$ cat src/rtl/bfifo_pkg.sv
// Shared constants and rotating-priority helpers for the bfifo round-robin arbiter.
// Helpers work on an 8-bit vector (the widest supported requester count).
package bfifo_pkg;

    localparam int unsigned DEF_NREQ = 4;
    localparam int unsigned DEF_DW   = 4;
    localparam int unsigned MAX_NREQ = 8;

    // One-hot of the first set bit of req, scanning upward from ptr with wrap at n-1.
    function automatic logic [7:0] rr_onehot(input logic [7:0]  req,
                                             input logic [2:0]  ptr,
                                             input int unsigned n);
        logic [7:0]  gnt;
        logic        found;
        int unsigned idx;
        gnt   = '0;
        found = 1'b0;
        for (int unsigned off = 0; off < MAX_NREQ; off++) begin
            idx = (32'(ptr) + off) % n;
            if ((off < n) && !found && req[idx[2:0]]) begin
                gnt[idx[2:0]] = 1'b1;
                found         = 1'b1;
            end
        end
        return gnt;
    endfunction

    function automatic logic [2:0] onehot_to_idx(input logic [7:0] oh);
        logic [2:0] idx;
        idx = '0;
        for (int unsigned i = 0; i < MAX_NREQ; i++) begin
            if (oh[i]) begin
                idx = idx | 3'(i);
            end
        end
        return idx;
    endfunction

endpackage

$ cat src/rtl/bfifo_rr_pick.sv
// Combinational rotating-priority picker: first requester at or above the pointer wins.
module bfifo_rr_pick
    import bfifo_pkg::*;
#(
    parameter int unsigned NREQ = DEF_NREQ,
    parameter int unsigned IDW  = $clog2(NREQ)
) (
    input  logic [NREQ-1:0] i_req,
    input  logic [IDW-1:0]  i_ptr,
    output logic [NREQ-1:0] o_gnt,
    output logic [IDW-1:0]  o_idx,
    output logic            o_any
);

    logic [7:0] w_req8;
    logic [2:0] w_ptr3;
    logic [7:0] w_gnt8;
    logic [2:0] w_idx3;
    logic       w_unused_idx;

    always_comb begin
        w_req8              = '0;
        w_req8[NREQ-1:0]    = i_req;
        w_ptr3              = '0;
        w_ptr3[IDW-1:0]     = i_ptr;
    end

    assign w_gnt8 = rr_onehot(w_req8, w_ptr3, NREQ);
    assign w_idx3 = onehot_to_idx(w_gnt8);

    assign o_gnt = w_gnt8[NREQ-1:0];
    assign o_idx = w_idx3[IDW-1:0];
    assign o_any = |w_gnt8;

    // Upper index bits are always zero for small NREQ.
    assign w_unused_idx = ^w_idx3;

endmodule

$ cat src/rtl/bfifo_rr_arb.sv
// Round-robin arbiter loading one shared holding register that drives a valid/ready output.
// Optional burst lock (input lock) is enabled by defining BFIFO_ARB_LOCK_EN.
module bfifo_rr_arb
    import bfifo_pkg::*;
#(
    parameter int unsigned NREQ = DEF_NREQ,
    parameter int unsigned DW   = DEF_DW,
    parameter int unsigned IDW  = $clog2(NREQ)
) (
    input  logic               clk,
    input  logic               reset,
    input  logic [NREQ-1:0]    v_in,
    input  logic [NREQ*DW-1:0] data_in,
    output logic [NREQ-1:0]    r_out,
    output logic               v_out,
    output logic [DW-1:0]      data_out,
    output logic [IDW-1:0]     id_out,
    input  logic               r_in
`ifdef BFIFO_ARB_LOCK_EN
    ,
    input  logic [NREQ-1:0]    lock
`endif
);

    logic            r_full;
    logic [DW-1:0]   r_data;
    logic [IDW-1:0]  r_id;
    logic [IDW-1:0]  r_ptr;

    logic [NREQ-1:0] w_gnt;
    logic [IDW-1:0]  w_idx;
    logic            w_any;
    logic            w_can_accept;
    logic            w_up;
    logic            w_lock_hit;
    logic [IDW-1:0]  w_ptr_adv;
    logic [IDW-1:0]  w_ptr_nxt;
    logic [DW-1:0]   w_sel;

    bfifo_rr_pick #(
        .NREQ (NREQ),
        .IDW  (IDW)
    ) u_pick (
        .i_req (v_in),
        .i_ptr (r_ptr),
        .o_gnt (w_gnt),
        .o_idx (w_idx),
        .o_any (w_any)
    );

    // Slot refills on the same edge it drains, so a ready downstream never sees a bubble.
    assign w_can_accept = ~r_full | r_in;
    assign w_up         = w_any & w_can_accept;
    assign r_out        = w_gnt & {NREQ{w_can_accept & reset}};

    always_comb begin
        w_sel = '0;
        for (int unsigned i = 0; i < NREQ; i++) begin
            if (w_gnt[i]) begin
                w_sel = data_in[i*DW +: DW];
            end
        end
    end

`ifdef BFIFO_ARB_LOCK_EN
    assign w_lock_hit = |(lock & w_gnt);
`else
    assign w_lock_hit = 1'b0;
`endif

    assign w_ptr_adv = (w_idx == IDW'(NREQ - 1)) ? '0 : w_idx + 1'b1;
    // A locked winner keeps the pointer on itself so its burst keeps priority.
    assign w_ptr_nxt = w_lock_hit ? w_idx : w_ptr_adv;

    always_ff @(posedge clk or negedge reset) begin
        if (!reset) begin
            r_full <= 1'b0;
            r_data <= '0;
            r_id   <= '0;
            r_ptr  <= '0;
        end else if (w_up) begin
            r_full <= 1'b1;
            r_data <= w_sel;
            r_id   <= w_idx;
            r_ptr  <= w_ptr_nxt;
        end else if (r_full && r_in) begin
            r_full <= 1'b0;
        end
    end

    assign v_out    = r_full;
    assign data_out = r_data;
    assign id_out   = r_id;

endmodule

$ cat config.mk
export PLATFORM = sky130hd
export DESIGN_NAME = bfifo_rr_arb
export DESIGN_NICKNAME = d
export VERILOG_FILES = /design/src/rtl/bfifo_pkg.sv /design/src/rtl/bfifo_rr_pick.sv /design/src/rtl/bfifo_rr_arb.sv
export SDC_FILE = /design/constraint.sdc
export NUM_CORES = 1
export LEC_CHECK = 0
export BUFFER_PORTS_ARGS = -buffer_cell sky130_fd_sc_hd__buf_2
export CAP_MARGIN = 20
export CORE_AREA = 4 4 51 44
export DETAILED_ROUTE_END_ITERATION = 10
export DIE_AREA = 0 0 55 48
export GPL_TIMING_DRIVEN = 0
export PLACE_DENSITY = 0.79
export SYNTH_ARGS = -nofsm -noshare
export SYNTH_HDL_FRONTEND = slang
export SYNTH_SLANG_ARGS = --single-unit
$ cat constraint.sdc
create_clock -name clk -period 5.1 [get_ports clk]
set_input_delay 0.51 -clock clk [delete_from_list [all_inputs] [get_ports clk]]
set_output_delay 0.51 -clock clk [all_outputs]
set_load 0.05 [all_outputs]
==> flow_summary.yaml <==
critical_path:
  path_max_fanout: 9
  arrival_ns: 3.06
  crit_slowest_cell: "nor3_1"
  worst-setup-path-type: "flop to output pin"
  cp-end-kind: "output pin"
  cp-start-kind: "flop"
  critical_path.cell_chain: "buf_6 > inv_1 > ha_1 > mux4_2 > nor3_1 > a221o_1 > nor2b_1 > buf_2"
  required_ns: 4.59
  critPathMaxStageDelay_ns: 0.59
placed_design:
  place_congestion: 0.733
  dp_slack_ns: 1.88
  dp_hpwl_um: 1760
  portBuffers: 33
  placed_cells: 146
timing:
  finClkSkew_ns: 0.0114
  slew_headroom: 0.465
  period_share: 0.700
  fmax_mhz: 280
  setup_violations: 0
  fin_crit_ns: 3.57
  final_max_slew_viol_count: 0
  setup_slack_ns: 1.53
  finalSetupTns_ns: 0
  hold_viol: 0
  worstMarginPinSlew_ns: 0.802
  rsz0062_at_grt: "no"
synthesis:
  syn-num-nets: 118
  synth_compound_area_frac: 0.276
  synthXorXnorAreaFrac: 0.0104
  ys_warn_count: 0
  yosysUniqueCellTypes: 26
  synth_fa_ha_area_frac: 0.0894
  synth_top_family_by_area: "compound AO/OA/AOI/OAI gates"
  synth-main-ff-cell: "dfrtp_1"
  ys_seq_area_frac: 0.268
  netlist_area_um2: 840
  syn_area_per_cell_um2: 9.43
  synth_edf_count: 0
  synth-seq-cells: 9
  synthSimpleGateAreaFrac: 0.249
  syn_inst: 89
  synthArstFlopShare: 1.00
  muxShareOfSynthArea: 0.0537
floorplan:
  num_rows: 14
  ios: 34
  die_area_um2: 2640
  initial_utilization: 0.475
  fp.dieW_um: 55
  die_h_um: 48
  core_area_um2: 1770
routing:
  drt_iter0_drc: 16
  drtPass1Iterations: 4
  wl_per_cell_um: 14.7
  drc: 0
  drtAntennaViolNets: 0
  dr_total_vias: 852
  via_per_inst: 5.68
  routed_wirelength_um: 2200
clock_network:
  cts_buffers: 3
  cts_root_buf: "clkbuf_4"
  holdBufCountCts: 0
  cts_tree: "yes"
  cts_max_level: 1
  clockBufferDepth: 2
  cts_setup_buffers: 0
  clk_pin_slew_worst_paths_ns: 0.07
  clkLatencyLatePin_ns: 0.26
  cts.repair.resized: 0
  cts.sinks: 9
final_layout:
  drive_gt1_frac: 0.349
  n_fill_cell: 155
  final_cell_mix: "33 x buf_2, 13 x nand2_1, 9 x dfrtp_1"
  diodes: 0
  multiInputGateArea_um2: 569
  postLayoutCoreUtil: 0.600
  stdcell_count: 150
  regArea_um2: 225
  syn2layout_area_growth_pct: 26.5
  final_common_cell: "buf_2"
  nNetsFinal: 156
global_route:
  grtUsageTotal: 0.169
  grt_pass1_wl_um: 3240
  grt_pass1_vias: 736
  grt_max_degree: 12
  antenna_found_initial: 0
  grt-ovfl-total: 0
run_status:
  status: "completed"
min_path:
  hold_path_class: "primary input to async pin"
pwr:
  irDropWorstVdd_v: 0.000443
  power.density_nw_per_um2: 847
  leakagePower_uw: 0.000520
job:
  drv_cap: 0
==> power breakdown <==
part           switching [uW]  internal (uW)  total (uW)  leakage [uW]
logic                     445            265         709      0.000394
registers                27.5            110         138      0.000108
clock network            23.6           28.8        52.4     0.0000177
total                     496            404         900      0.000520
==> flip-flops by register name (all words and copies together) (netlist names) <==
register  cells
data_out      4
id_out        2
r_ptr         2
v_out         1
==> critical path: cells and delay by family, from the launching register on <==
kind	cells	cell delay [ns]
simple gates	2	0.76
buf+inv	3	0.52
flops	1	0.43
compound gates	1	0.43
fa+ha+maj	1	0.34
mux	1	0.33
==> final cells by class <==
type                            instances  share of cell area
Clock buffer                            3              0.0212
Clock inverter                          1             0.00471
Buffer                                  3              0.0318
Tap cell                               24              0.0283
Timing Repair Buffer                   33               0.155
Multi-Input combinational cell         74               0.536
Sequential cell                         9               0.212
Inverter                                3              0.0106
==> cells by family (layout without fill, tap and decap cells) <==
| family | count (synthesis) | after routing |
|---|---|---|
| adders and majority gates | 6 | 6 |
| AOI/OAI and AO/OA | 27 | 27 |
| xor gates and xnor gates | 1 | 1 |
| and+or+nand+nor | 38 | 38 |
| muxes | 2 | 2 |
| DFF | 9 | 9 |
| buffers and inverters | 6 | 43 |
==> metal layers <==
layer / vias to the layer above / global-route usage / part of all wire
met3: 0 / 0.0187 / 0.038
li1: 425 / - / -
met2: 21 / 0.250 / 0.50
met5: - / 0 / 0
met1: 406 / 0.259 / 0.46
met4: 0 / 0.0437 / 0
==> synth_stat cells (2+ instances only) <==
master    count  area [um2]
buf_6         3        33.8
mux4_2        2        45.0
o31ai_1       5        37.5
inv_1         3        11.3
and3b_1       3        26.3
nand2_1      13        48.8
a221oi_1      6        52.6
o22ai_1       4        25.0
a221o_1       4        40.0
nor2_1        4        15.0
nor3_1        6        30.0
a22o_1        3        26.3
ha_1          6        75.1
nor3b_1       4        30.0
o21ai_0       2        10.0
dfrtp_1       9         225
nor2b_1       2        12.5
nand3_1       2        10.0
==> stage by stage <==
step	total power, uW	area (um2)	hold slack, ns
finish	900	1060	0.0893
global route	972	1060	0.0910
CTS	898	1060	0.0866
detailed placement	840	1030	0.372
global placement	819	1030	0.367
floorplan	693	840	0.214
==> worst paths after layout <==
kind                                to  cells after the start  slack, ns        start
min                        data_out[3]                      1       0.09        reset
max reg2reg                data_out[1]                     10       1.89     r_ptr[0]
max                           r_out[2]                      8       1.53     r_ptr[0]
min in group clk           data_out[1]                      2       0.47  data_out[1]
min reg2reg                data_out[1]                      2       0.47  data_out[1]
max in group asynchronous  data_out[2]                      1       4.82        reset
Power figures use the tool's default switching activity.
